**config.mk**
```make
export PLATFORM = sky130hd
export DESIGN_NAME = burst_sink_unit
export DESIGN_NICKNAME = d
export VERILOG_FILES = /design/src/rtl/burst_sink_unit.sv
export SDC_FILE = /design/constraint.sdc
export NUM_CORES = 1
export LEC_CHECK = 0
export ABC_AREA = 1
export CAP_MARGIN = 10
export CORE_ASPECT_RATIO = 0.7
export CORE_UTILIZATION = 40
export DETAILED_ROUTE_END_ITERATION = 8
export GPL_ROUTABILITY_DRIVEN = 1
export MAX_ROUTING_LAYER = met4
export PLACE_DENSITY = 0.7
export SETUP_SLACK_MARGIN = 0.2
export SLEW_MARGIN = 10
export SYNTH_ARGS = -nofsm -noshare
export SYNTH_HDL_FRONTEND = slang
export SYNTH_SLANG_ARGS = --single-unit
```
**constraint.sdc**
```tcl
create_clock -name clock -period 5.5 [get_ports clock]
set_input_delay 1.1 -clock clock [delete_from_list [all_inputs] [get_ports clock]]
set_output_delay 1.1 -clock clock [all_outputs]
set_load 0.02 [all_outputs]
```
**src/rtl/burst_sink_unit.sv**
```systemverilog
// Burst sink at a router local port: delimits bursts on tlast, counts beats, flags stalls.
// Define BURST_SINK_SEQ_CHECK_EN to enable payload sequence checking and seq_error.
module burst_sink_unit #(
    parameter int LEN_W   = 16,
    parameter int TIMEOUT = 64,
    parameter int ERR_W   = 8
) (
    input  logic             clock,
    input  logic             reset,
    input  logic [8:0]       flit_in,
    input  logic             flit_valid,
    output logic             flit_ready,
    output logic [7:0]       data_latched,
    output logic             data_strobe,
    output logic             burst_done,
    output logic [LEN_W-1:0] last_burst_len,
    output logic [15:0]      burst_count,
    output logic             seq_error,
    output logic             timeout_error,
    output logic [ERR_W-1:0] error_count
);

    typedef enum logic [1:0] {
        IDLE = 2'd0,
        RECV = 2'd1,
        DONE = 2'd2
    } state_t;

    localparam logic [15:0]      TIMEOUT_M1 = 16'(TIMEOUT - 1);
    localparam logic [LEN_W-1:0] BEAT_MAX   = '1;

    state_t           state;
    state_t           state_nxt;
    logic [LEN_W-1:0] beat;
    logic [LEN_W-1:0] beat_inc;
    logic [15:0]      timer;
    logic             accept;
    logic             tlast;
    logic [7:0]       payload;
    logic             timeout_hit;
    logic             seq_mis;
    logic             err_evt;

    assign accept  = flit_valid & flit_ready;
    assign tlast   = flit_in[8];
    assign payload = flit_in[7:0];

    // An accept in the final idle cycle keeps the burst alive.
    assign timeout_hit = (state == RECV) && !accept && (timer == TIMEOUT_M1);

    always_comb begin
        beat_inc = beat;
        if (state == IDLE)
            beat_inc = LEN_W'(1);
        else if (beat != BEAT_MAX)
            beat_inc = beat + LEN_W'(1);
    end

    always_ff @(posedge clock or posedge reset) begin
        if (reset)
            state <= IDLE;
        else
            state <= state_nxt;
    end

    always_comb begin
        state_nxt = state;
        unique case (state)
            IDLE: begin
                if (accept)
                    state_nxt = tlast ? DONE : RECV;
            end
            RECV: begin
                if (accept && tlast)
                    state_nxt = DONE;
                else if (timeout_hit)
                    state_nxt = IDLE;
            end
            DONE:    state_nxt = IDLE;
            default: state_nxt = IDLE;
        endcase
    end

    always_comb begin
        flit_ready = (state != DONE);
        burst_done = (state == DONE);
    end

    always_ff @(posedge clock or posedge reset) begin
        if (reset) begin
            beat           <= '0;
            timer          <= '0;
            data_latched   <= '0;
            data_strobe    <= 1'b0;
            last_burst_len <= '0;
            burst_count    <= '0;
            timeout_error  <= 1'b0;
        end else begin
            data_strobe   <= accept;
            timeout_error <= timeout_hit;
            if (accept)
                data_latched <= payload;
            if (state == RECV && !accept)
                timer <= timeout_hit ? 16'd0 : timer + 16'd1;
            else
                timer <= '0;
            if (accept)
                beat <= beat_inc;
            else if (timeout_hit || state == DONE)
                beat <= '0;
            if (accept && tlast) begin
                last_burst_len <= beat_inc;
                burst_count    <= burst_count + 16'd1;
            end
        end
    end

`ifdef BURST_SINK_SEQ_CHECK_EN
    logic [7:0] expected;

    // Payload 0 never matches since expected stays within 1..255.
    assign seq_mis = accept && (payload != expected);

    always_ff @(posedge clock or posedge reset) begin
        if (reset) begin
            expected  <= 8'd1;
            seq_error <= 1'b0;
        end else begin
            seq_error <= seq_mis;
            if (accept)
                expected <= (payload == 8'hFF) ? 8'd1 : payload + 8'd1;
            else if (state == DONE || timeout_hit)
                expected <= 8'd1;
        end
    end
`else
    assign seq_mis   = 1'b0;
    assign seq_error = 1'b0;
`endif

    assign err_evt = seq_mis | timeout_hit;

    always_ff @(posedge clock or posedge reset) begin
        if (reset)
            error_count <= '0;
        else if (err_evt && error_count != {ERR_W{1'b1}})
            error_count <= error_count + ERR_W'(1);
    end

endmodule

```
# --- Word level (Yosys, flattened, before mapping) ---
# Index checks and enable logic that the tools add are counted.
classes:
  bitwise: 1
  n_reduce_logical: 9
  mux: 11
  n_addsub: 4
  n_eq_ne: 8
ops:
  columns: ["op", "n"]
  rows:
  - ["$mux 16", 6]
  - ["$add 16x1->16 const B", 3]
  - ["$eq 16x6->1 const B", 1]
  - ["$ne 16x16->1 const B", 1]
  - ["$add 8x1->8 const B", 1]
  - ["$mux 2", 4]
  - ["$ne 8x8->1 const B", 1]
  - ["$logic_and 1x1->1", 4]
  - ["$ne 2x2->1 const B", 2]
  - ["$pmux 2 s2", 1]
  - ["$ne 3x2->1 const B", 1]
  - ["$eq 2x1->1 const B", 1]
  - ["$eq 2x2->1 const B", 1]
  - ["$logic_not 2->1", 1]
  - ["$reduce_and 2->1", 1]
  - ["$reduce_bool 2->1", 1]
  - ["$and 1x1->1", 1]
  - ["$logic_not 1->1", 1]
  - ["$logic_or 1x1->1", 1]
totals:
  elab_cells: 42
  reg_bits: 84
  out_inout_bits: 53
  input_bits: 12

# --- Depth between registers and ports, before layout ---
# Gate-level depths: netlist (run 1).
logic_depth:
  ltp_word: 8
  mapped_depth: 10
  depth_no_buf: 10

# --- Worst setup path after synthesis (run 1) ---
# Ideal clock, no wire load.
synth_timing:
  kind: "input port to flip-flop"
  start: "input flit_valid"
  end: "register beat[12]"
  t_required_ns: 5.381
  n_path_buf: 1
  cell_stages: 9
  t_arrival_ns: 1.920
  setup_time_ns: 0.119
  path_slack_ns: 3.461
  path_cell_list: "inv_2 -> nand2_1 -> nor2_2 -> inv_2 -> nor2_2 -> nand3_2 -> buf_6 -> nand3_1 -> nand2_1"
synth_between:
  elab_chain_cells: 6
  elab_cells_between_ends: 7
  classes_between: "1 x mux; 1 x bitwise; 5 x reduce/logical"
synth_rtl:
  columns: ["element", "line_no", "text"]
  rows:
  - ["from (decl)", "11", "input logic flit_valid,"]
  - ["$and 1x1->1 *", "44", "assign accept = flit_valid & flit_ready;"]
  - ["$logic_not 1->1", "49", "assign timeout_hit = (state == RECV) && !accept && (timer == TIMEOUT_M1);"]
  - ["$logic_and 1x1->1 (2 in a row)", "49", null]
  - ["$logic_or 1x1->1", "109", "else if (timeout_hit || state == DONE)"]
  - ["$reduce_bool 2->1 (no line)", null, null]
  - ["to (signal assigned)", "108", "beat <= beat_inc;"]
  - ["to (decl)", "34", "logic [LEN_W-1:0] beat;"]
# Mark *: on every way between the ends. The rest lies on a longest branch, timed or not.
# A chain may end at the register's enable or synchronous reset.

# --- Worst setup path after layout (run 1) ---
layout_timing:
  start: "input flit_valid"
  end: "register state[0]"
layout_between:
  elab_chain_cells: 6
  elab_cells_between_ends: 10
  classes_between: "2 x eq/ne; 2 x mux; 1 x bitwise; 5 x reduce/logical"
layout_rtl:
  columns: ["element", "line_no", "text"]
  rows:
  - ["$and 1x1->1 *", "44", null]
  - ["$logic_not 1->1", "49", null]
  - ["$logic_and 1x1->1 (2 in a row)", "49", null]
  - ["$ne 3x2->1 (no line)", null, null]
  - ["$reduce_and 2->1 (no line)", null, null]
  - ["to (signal assigned)", "63", "state <= state_nxt;"]
  - ["to (decl)", "32", "state_t state;"]
# Marks and branches as above.

==> impl_metrics.py, run 1 <==
metrics = {
    "placed_design": {
        "gp_congestion": 0.906,
        "place_hpwl_mm": 7.59,
        "io_buffers": 63,
    },
    "clock_tree": {
        "cts_tree": "yes",
        "cts_sinks": 84,
        "insertion_delay_ns": 0.34,
        "htree_levels": 3,
        "numCtsBuffers": 9,
        "cts_max_path_buffers": 2,
        "ctsRootBufferMaster": "clkbuf_16",
        "hold_buffers": 0,
        "clkTransAtPathRegs_ns": 0.06,
        "postCtsSetupBuffers": 0,
        "cts_resized": 0,
    },
    "power_and_ir_drop": {
        "power.switching_uw": 640,
        "pwr-share-clk": 0.373,
        "sw_frac_of_total": 0.320,
        "comb_power_share": 0.241,
        "p_per_area_mw_per_mm2": 356,
        "seq_power_share": 0.387,
        "p_leak_uw": 0.00273,
        "p_int_uw": 1360,
        "p_total_uw": 2000,
        "max-vdd-ir-drop_mv": 0.150,
    },
    "floorplanning": {
        "dieArea_sq_mm": 0.0117,
        "die_w_um": 129,
        "die_height_um": 90.8,
        "rows": 32,
        "start_util": 0.410,
        "coreArea_sq_mm": 0.0110,
        "pin_count": 65,
    },
    "yosys": {
        "synth_cell_type_count": 33,
        "yosysWarnings": 0,
        "netlist_instances": 589,
        "yosys-top-cells-area": "dfrtp_1 47%, nand2_1 16%, nand3_1 8.2%, inv_1 4.9%, nor2_1 4.3%",
        "synth.cell_area_sq_mm": 0.00451,
        "avgSynthCellArea_sq_um": 7.66,
        "synth_top_area_frac": 0.466,
        "synth_seq_area_share": 0.466,
        "synth_top_area_cell": "dfrtp_1",
        "ys_seq_elements": 84,
        "synthesis.nets": 605,
    },
    "final_layout": {
        "post-route-util": 0.510,
        "diodes": 0,
        "area_delta_synth_final_pct": 24.5,
        "final_common_cell": "nand2_1",
        "nNetsFinal": 665,
        "layout_common_cells": "197 x nand2_1, 84 x dfrtp_1, 74 x nand3_1",
        "multi_input_area_sq_mm": 0.00207,
        "drive_gt1_frac": 0.0734,
        "filler_cell_count": 1030,
        "regArea_sq_mm": 0.00210,
    },
    "sta": {
        "slew-limit-headroom": 0.334,
        "setup_viol": 0,
        "finalHoldViolations": 0,
        "worst_pin_slew_ns": 0.995,
        "fin_setup_tns_ns": 0,
        "clock.fmax_mhz": 343,
        "slew_violations": 0,
        "min_period_ns": 2.91,
        "rsz0062_at_grt": "false",
        "skew_ns": 0.00919,
        "fin_crit_sh": 0.530,
    },
    "critical_path": {
        "reg2reg_slack_ns": 3.39,
        "crit_fanout": 33,
        "worstSetupPathType": "primary input to flip-flop",
        "worstSetupEndpointType": "flip-flop",
        "slowest_delay_ns": 0.58,
        "cp_cell_sequence": "clkdlybuf4s50_1, nand2_4, nor2_4, inv_2, nand3_1, inv_1, nand2_1, o31ai_1",
        "critical_path_arrival_ns": 3.10,
        "required_ns": 5.69,
        "cp_slowest_cell": "nor2_4",
        "cp-start-kind": "primary input",
    },
    "global_route": {
        "track_usage": 0.206,
        "grt_max_degree": 51,
        "grt_pass1_vias": 3794,
        "antenna_found_initial": 0,
        "overflow": 0,
        "grt_pass1_wl_mm": 18.5,
    },
    "drt": {
        "drt_wl_total_mm": 10.6,
        "first_pass_iters": 5,
        "ant_nets": 0,
        "drc": 0,
        "first_iter_violations": 367,
        "post_drt_wl_per_cell_um": 13.2,
        "via_per_inst": 5.00,
        "vias": 4032,
    },
    "outcome": {
        "status": "finished clean",
    },
    "hold_path": {
        "hold_class": "flip-flop to flip-flop",
    },
    "flow_run": {
        "maxCapViolCount": 0,
    },
}
[cell families (layout without fill, tap and decap cells)]
logic type	Yosys count	after routing	share of synthesized area
and+or+nand+nor	377	377	0.378
DFF	84	84	0.466
buffers and inverters	80	145	0.0741
xor gates and xnor gates	26	26	0.0505
AOI/OAI and AO/OA	17	17	0.0197
adders and majority gates	4	4	0.0111
other	1	1	0.000832
[power groups by stage]
stage / clock [uW] / sequential, uW / combinational (uW)
6_report: 745 / 773 / 481
5_1_grt: 780 / 783 / 529
4_1_cts: 755 / 773 / 485
3_5_place_dp: 0 / 781 / 481
3_3_place_gp: 0 / 779 / 473
2_1_floorplan: 0 / 829 / 237
[area by class of cell]
type                            instances  area share
Sequential cell                        84       0.374
Inverter                               65      0.0437
Timing Repair Buffer                   64       0.114
Clock buffer                            9      0.0401
Tap cell                              153      0.0341
Multi-Input combinational cell        425       0.369
Clock inverter                          7      0.0247
[state kept, by name, indices dropped and copies added (netlist names), 2 cells and up]
register,count
timer,16
last_burst_len,16
error_count,8
beat,16
data_latched,8
state,2
burst_count,16
[routing by layer]
metal,share of wire,global-route usage,up-vias
met5,0,-,-
met3,0.050,0.0486,14
met2,0.46,0.317,113
met4,0.011,0.0627,0
met1,0.48,0.269,1912
li1,-,-,1993
[cells in the mapped netlist]
master	instances
nand3b_1	2
buf_1	1
nand3_1	74
nor3_1	7
dfrtp_1	84
xnor2_1	6
nand2_1	197
clkinv_1	1
a21oi_1	1
nor3b_1	4
ha_1	4
nand3_2	7
conb_1	1
buf_6	3
inv_2	5
nand4_2	1
buf_2	6
clkbuf_1	4
nor2_1	52
nor3_2	5
xor2_1	20
or2_2	3
nor2_2	5
nand4_1	15
o21ai_0	14
buf_4	1
nor2_4	1
nand2_4	1
and2_1	1
a31oi_1	1
o31ai_1	1
nand2_2	2
inv_1	59
[worst paths after layout]
check | end | start | depth (start not counted)
worst max-delay path | state[0] | flit_valid | 8
worst min-delay path | last_burst_len[12] | last_burst_len[12] | 2
worst max register to register | state[0] | state[1] | 8
worst min register to register | last_burst_len[12] | last_burst_len[12] | 2
max in group asynchronous | data_latched[3] | reset | 3
min in group asynchronous | error_count[5] | reset | 2
[metrics by stage]
| step | hold slack, ns | area (sq um) | worst slack (ns) | std cells |
|---|---|---|---|---|
| floorplan | 0.499 | 4510 | 2.23 | 589 |
| global placement | 0.466 | 5250 | 2.29 | 791 |
| detailed placement | 0.466 | 5250 | 2.24 | 791 |
| CTS | 0.482 | 5610 | 2.58 | 807 |
| global route | 0.509 | 5610 | 2.38 | 807 |
| finish | 0.479 | 5610 | 2.59 | 807 |
[critical path, delay by kind of cell]
kind            cells  cell delay [ns]
compound gates      1             0.09
buf+inv             3             0.95
simple gates        4             0.95
Power figures use the tool's default switching activity.
==> run 2: changes to the inputs <==
- PLACE_DENSITY: 0.7 -> 0.72
- clock period: 5.5 -> 2.4 ns (I/O delays scaled with it)
==> impl_metrics.py, run 2 (synthesized netlist as in run 1, its figures left out) <==
metrics = {
    "placed_design": {
        "io_buffers": 63,
        "place_hpwl_mm": 7.66,
        "gp_congestion": 0.869,
    },
    "final_layout": {
        "final_common_cell": "nand2_1",
        "layout_common_cells": "197 x nand2_1, 84 x dfrtp_1, 74 x nand3_1",
        "nNetsFinal": 676,
        "drive_gt1_frac": 0.0857,
        "area_delta_synth_final_pct": 25.4,
        "filler_cell_count": 1020,
        "diodes": 0,
    },
    "critical_path": {
        "cp_cell_sequence": "inv_2, nand2_2, inv_1, clkdlybuf4s50_1",
        "cp-endpoint": "burst_done",
        "required_ns": 1.92,
        "critical-path-top-delay-family": "buffers and inverters",
        "worst-path-buf-inv": 3,
        "crit_start": "state[0]",
        "cp.depth": 4,
        "cp-start-kind": "flip-flop",
        "worstSetupEndpointType": "output port",
        "ff2ff_path_depth": 8,
        "r2r-end": "beat[0]",
        "r2r_start": "beat[1]",
        "crit_fanout": 4,
        "worstSetupPathType": "flip-flop to output port",
        "cp_slowest_cell": "clkdlybuf4s50_1",
        "reg2reg_slack_ns": 0.57,
        "slowest_delay_ns": 0.60,
        "critical_path_arrival_ns": 1.62,
    },
    "drt": {
        "via_per_inst": 4.98,
        "drc": 0,
        "first_iter_violations": 312,
        "ant_nets": 0,
        "vias": 4076,
        "post_drt_wl_per_cell_um": 12.7,
        "first_pass_iters": 4,
        "drt_wl_total_mm": 10.4,
    },
    "global_route": {
        "overflow": 0,
        "grt_max_degree": 85,
        "grt_pass1_wl_mm": 18.0,
        "antenna_found_initial": 0,
        "grt_pass1_vias": 3790,
        "track_usage": 0.199,
    },
    "outcome": {
        "status": "finished clean",
    },
    "clock_tree": {
        "htree_levels": 3,
        "clkTransAtPathRegs_ns": 0.06,
        "ctsRootBufferMaster": "clkbuf_16",
        "insertion_delay_ns": 0.34,
        "cts_tree": "yes",
        "cts_max_path_buffers": 2,
        "cts_resized": 0,
        "hold_buffers": 0,
        "postCtsSetupBuffers": 0,
        "numCtsBuffers": 9,
        "cts_sinks": 84,
    },
    "sta": {
        "slew-limit-headroom": 0.662,
        "skew_ns": 0.00945,
        "worst_pin_slew_ns": 0.506,
        "fin_crit_sh": 0.873,
        "slew_violations": 0,
        "clock.fmax_mhz": 477,
        "whs_ns": 0.478,
        "min_period_ns": 2.10,
        "finalHoldViolations": 0,
        "rsz0062_at_grt": "false",
        "setup_viol": 0,
        "fin_setup_tns_ns": 0,
    },
    "floorplanning": {
        "rows": 32,
        "pin_count": 65,
        "dieArea_sq_mm": 0.0117,
        "coreArea_sq_mm": 0.0110,
        "die_w_um": 129,
        "start_util": 0.410,
        "die_height_um": 90.8,
    },
    "power_and_ir_drop": {
        "p_leak_uw": 0.00275,
        "p_per_area_mw_per_mm2": 765,
        "max-vdd-ir-drop_mv": 0.360,
    },
    "hold_path": {
        "whs_path_depth": 2,
        "hold_class": "flip-flop to flip-flop",
    },
    "flow_run": {
        "maxCapViolCount": 0,
    },
}
[run 2: changes by cell type in the layout (fill, tap and decap cells not counted), sizes merged]
cell	change
buf	+11
bufinv	-3
clkinvlp	+3
clkbuf	+2
clkinv	-2
[run 2: per-layer routing]
metal  vias to the layer above  routed length [um]  track usage  share of wire
met5                         -                   0            -              0
met4                         0                 131       0.0529          0.013
met3                        17                 573       0.0450          0.055
met2                       109                4460        0.293           0.43
met1                      1940                5260        0.274           0.50
li1                       2010                   -            -              -
[run 2: power breakdown]
group,internal [uW],leakage [uW],switching (uW)
logic,466,0.00147,728
registers,1580,0.00114,176
clock network,810,0.000136,564
total,2860,0.00275,1470
[run 2: how the worst min path moves through the flow]
| stage | from | end |
|---|---|---|
| global placement | data_latched[2] | data_latched[2] |
| CTS | data_latched[2] | data_latched[2] |
| finish | data_latched[2] | data_latched[2] |
| global route | last_burst_len[9] | last_burst_len[9] |
| detailed placement | data_latched[2] | data_latched[2] |
| floorplan | timer[0] | timer[0] |
[run 2: final cells by class]
cell class / count / area (sq um) / area share
clock inverters: 5 / 62.6 / 0.0111
well taps: 153 / 191 / 0.0338
repair buffers: 75 / 746 / 0.132
multi-input cells: 425 / 2070 / 0.367
clock buffers: 11 / 233 / 0.0412
inverters: 65 / 248 / 0.0438
flip-flops and latches: 84 / 2100 / 0.372
[run 2: worst reg2reg max path: cells and delay by family, from the launching register on]
family	cells	cell delay [ns]
adder cells (fa/ha/maj)	1	0.21
buffers and inverters	1	0.11
flip-flops	1	0.41
AND/OR/NAND/NOR	6	1.01
[run 2: stage by stage]
stage	power [uW]	cells	setup slack [ns]	util	cell area [sq um]
2_1_floorplan	2440	589	0.920	-	4510
3_3_place_gp	2930	802	0.389	0.487	5360
3_5_place_dp	2970	802	0.330	0.487	5360
4_1_cts	4350	818	0.282	0.514	5660
5_1_grt	4560	818	0.260	0.514	5660
6_report	4330	818	0.305	0.514	5660
==> run 3: changes to the inputs <==
- ABC_CLOCK_PERIOD_IN_PS: not set -> 2400
- CORE_UTILIZATION: 40 -> 46
- PLACE_DENSITY: 0.72 -> 0.8
==> impl_metrics.py, run 3 (synthesized netlist as in run 1, its figures left out) <==
metrics = {
    "outcome": {
        "status": "finished clean",
    },
    "clock_tree": {
        "ctsRootBufferMaster": "clkbuf_16",
        "cts_sinks": 84,
        "insertion_delay_ns": 0.34,
        "clkTransAtPathRegs_ns": 0.06,
        "hold_buffers": 0,
        "cts_max_path_buffers": 2,
        "cts_tree": "yes",
        "htree_levels": 3,
        "numCtsBuffers": 9,
        "cts_resized": 0,
        "postCtsSetupBuffers": 0,
    },
    "critical_path": {
        "cp_slowest_cell": "clkdlybuf4s50_1",
        "worstSetupPathType": "flip-flop to output port",
        "critical-path-top-delay-family": "buffers and inverters",
        "worst-path-buf-inv": 3,
        "cp_cell_sequence": "inv_2, nand2_2, inv_1, clkdlybuf4s50_1",
        "slowest_delay_ns": 0.60,
        "required_ns": 1.92,
        "critical_path_arrival_ns": 1.58,
        "worstSetupEndpointType": "output port",
        "reg2reg_slack_ns": 0.51,
        "crit_fanout": 4,
        "cp-start-kind": "flip-flop",
    },
    "floorplanning": {
        "pin_count": 65,
        "rows": 29,
        "dieArea_sq_mm": 0.0102,
        "coreArea_sq_mm": 0.00929,
        "die_height_um": 84.8,
        "die_w_um": 120,
        "start_util": 0.485,
    },
    "global_route": {
        "grt_max_degree": 44,
        "track_usage": 0.223,
        "grt_pass1_vias": 3874,
        "overflow": 0,
        "antenna_found_initial": 0,
        "grt_pass1_wl_mm": 17.7,
    },
    "power_and_ir_drop": {
        "p_per_area_mw_per_mm2": 758,
        "max-vdd-ir-drop_mv": 0.312,
        "p_leak_uw": 0.00275,
    },
    "final_layout": {
        "filler_cell_count": 784,
        "regArea_sq_mm": 0.00210,
        "final_common_cell": "nand2_1",
        "nNetsFinal": 676,
        "area_delta_synth_final_pct": 24.4,
        "instances_no_fill": 789,
        "layout_common_cells": "197 x nand2_1, 84 x dfrtp_1, 74 x nand3_1",
        "multi_input_area_sq_mm": 0.00207,
        "final_cell_area_sq_mm": 0.00561,
        "diodes": 0,
        "drive_gt1_frac": 0.0872,
    },
    "sta": {
        "finalHoldViolations": 0,
        "slew_violations": 0,
        "rsz0062_at_grt": "false",
        "fin_setup_tns_ns": 0,
        "slew-limit-headroom": 0.655,
        "setup_viol": 0,
        "min_period_ns": 2.06,
        "skew_ns": 0.00793,
        "whs_ns": 0.480,
        "fin_crit_sh": 0.858,
        "clock.fmax_mhz": 486,
        "worst_pin_slew_ns": 0.516,
    },
    "drt": {
        "drc": 0,
        "drt_wl_total_mm": 10.4,
        "via_per_inst": 5.17,
        "first_pass_iters": 6,
        "post_drt_wl_per_cell_um": 13.2,
        "vias": 4079,
        "ant_nets": 0,
        "first_iter_violations": 274,
    },
    "placed_design": {
        "gp_congestion": 0.892,
        "place_hpwl_mm": 7.57,
        "dp_cells": 773,
        "io_buffers": 63,
        "place_area_sq_mm": 0.00532,
    },
    "flow_run": {
        "maxCapViolCount": 0,
    },
    "hold_path": {
        "hold_class": "flip-flop to flip-flop",
    },
}
run 3: final timing paths:
path | from | to | cells after the start
worst max-delay path | state[0] | burst_done | 4
worst min-delay path | data_latched[0] | data_latched[0] | 2
worst max register to register | timer[0] | timer[1] | 8
worst min register to register | data_latched[0] | data_latched[0] | 2
max in group asynchronous | reset | beat[10] | 3
min in group asynchronous | reset | burst_count[4] | 2
run 3: per-layer routing:
metal	vias to the layer above	share of wire	global-route usage	routed length, um
met3	17	0.069	0.0390	715
met2	159	0.45	0.347	4660
met5	-	0	-	0
met4	0	0.017	0.0819	179
li1	2008	-	-	-
met1	1895	0.47	0.295	4830
run 3: area by class of cell:
| cell class | count | area share |
|---|---|---|
| clock buffer | 11 | 0.0433 |
| clock inverter | 5 | 0.00781 |
| inverter | 65 | 0.0442 |
| multi-input combinational | 425 | 0.370 |
| sequential | 84 | 0.375 |
| tap | 124 | 0.0277 |
| timing repair buffer | 75 | 0.133 |
run 3: power by group:
group,switching (uW),internal [uW]
logic,727,472
registers,167,1580
clock network,565,742
total,1460,2800
run 3: worst min-delay path: stages (launching register included):
cell	delay (ns)
dfrtp_1	0.34
nand2_1	0.05
nand2_1	0.06
run 3: per-stage QoR:
stage          power (uW)  setup WS [ns]   util
2_1_floorplan        2440          0.920      -
3_3_place_gp         2920          0.167  0.573
3_5_place_dp         2960         0.0285  0.573
4_1_cts              4280          0.339  0.604
5_1_grt              4470          0.222  0.604
6_report             4250          0.341  0.604
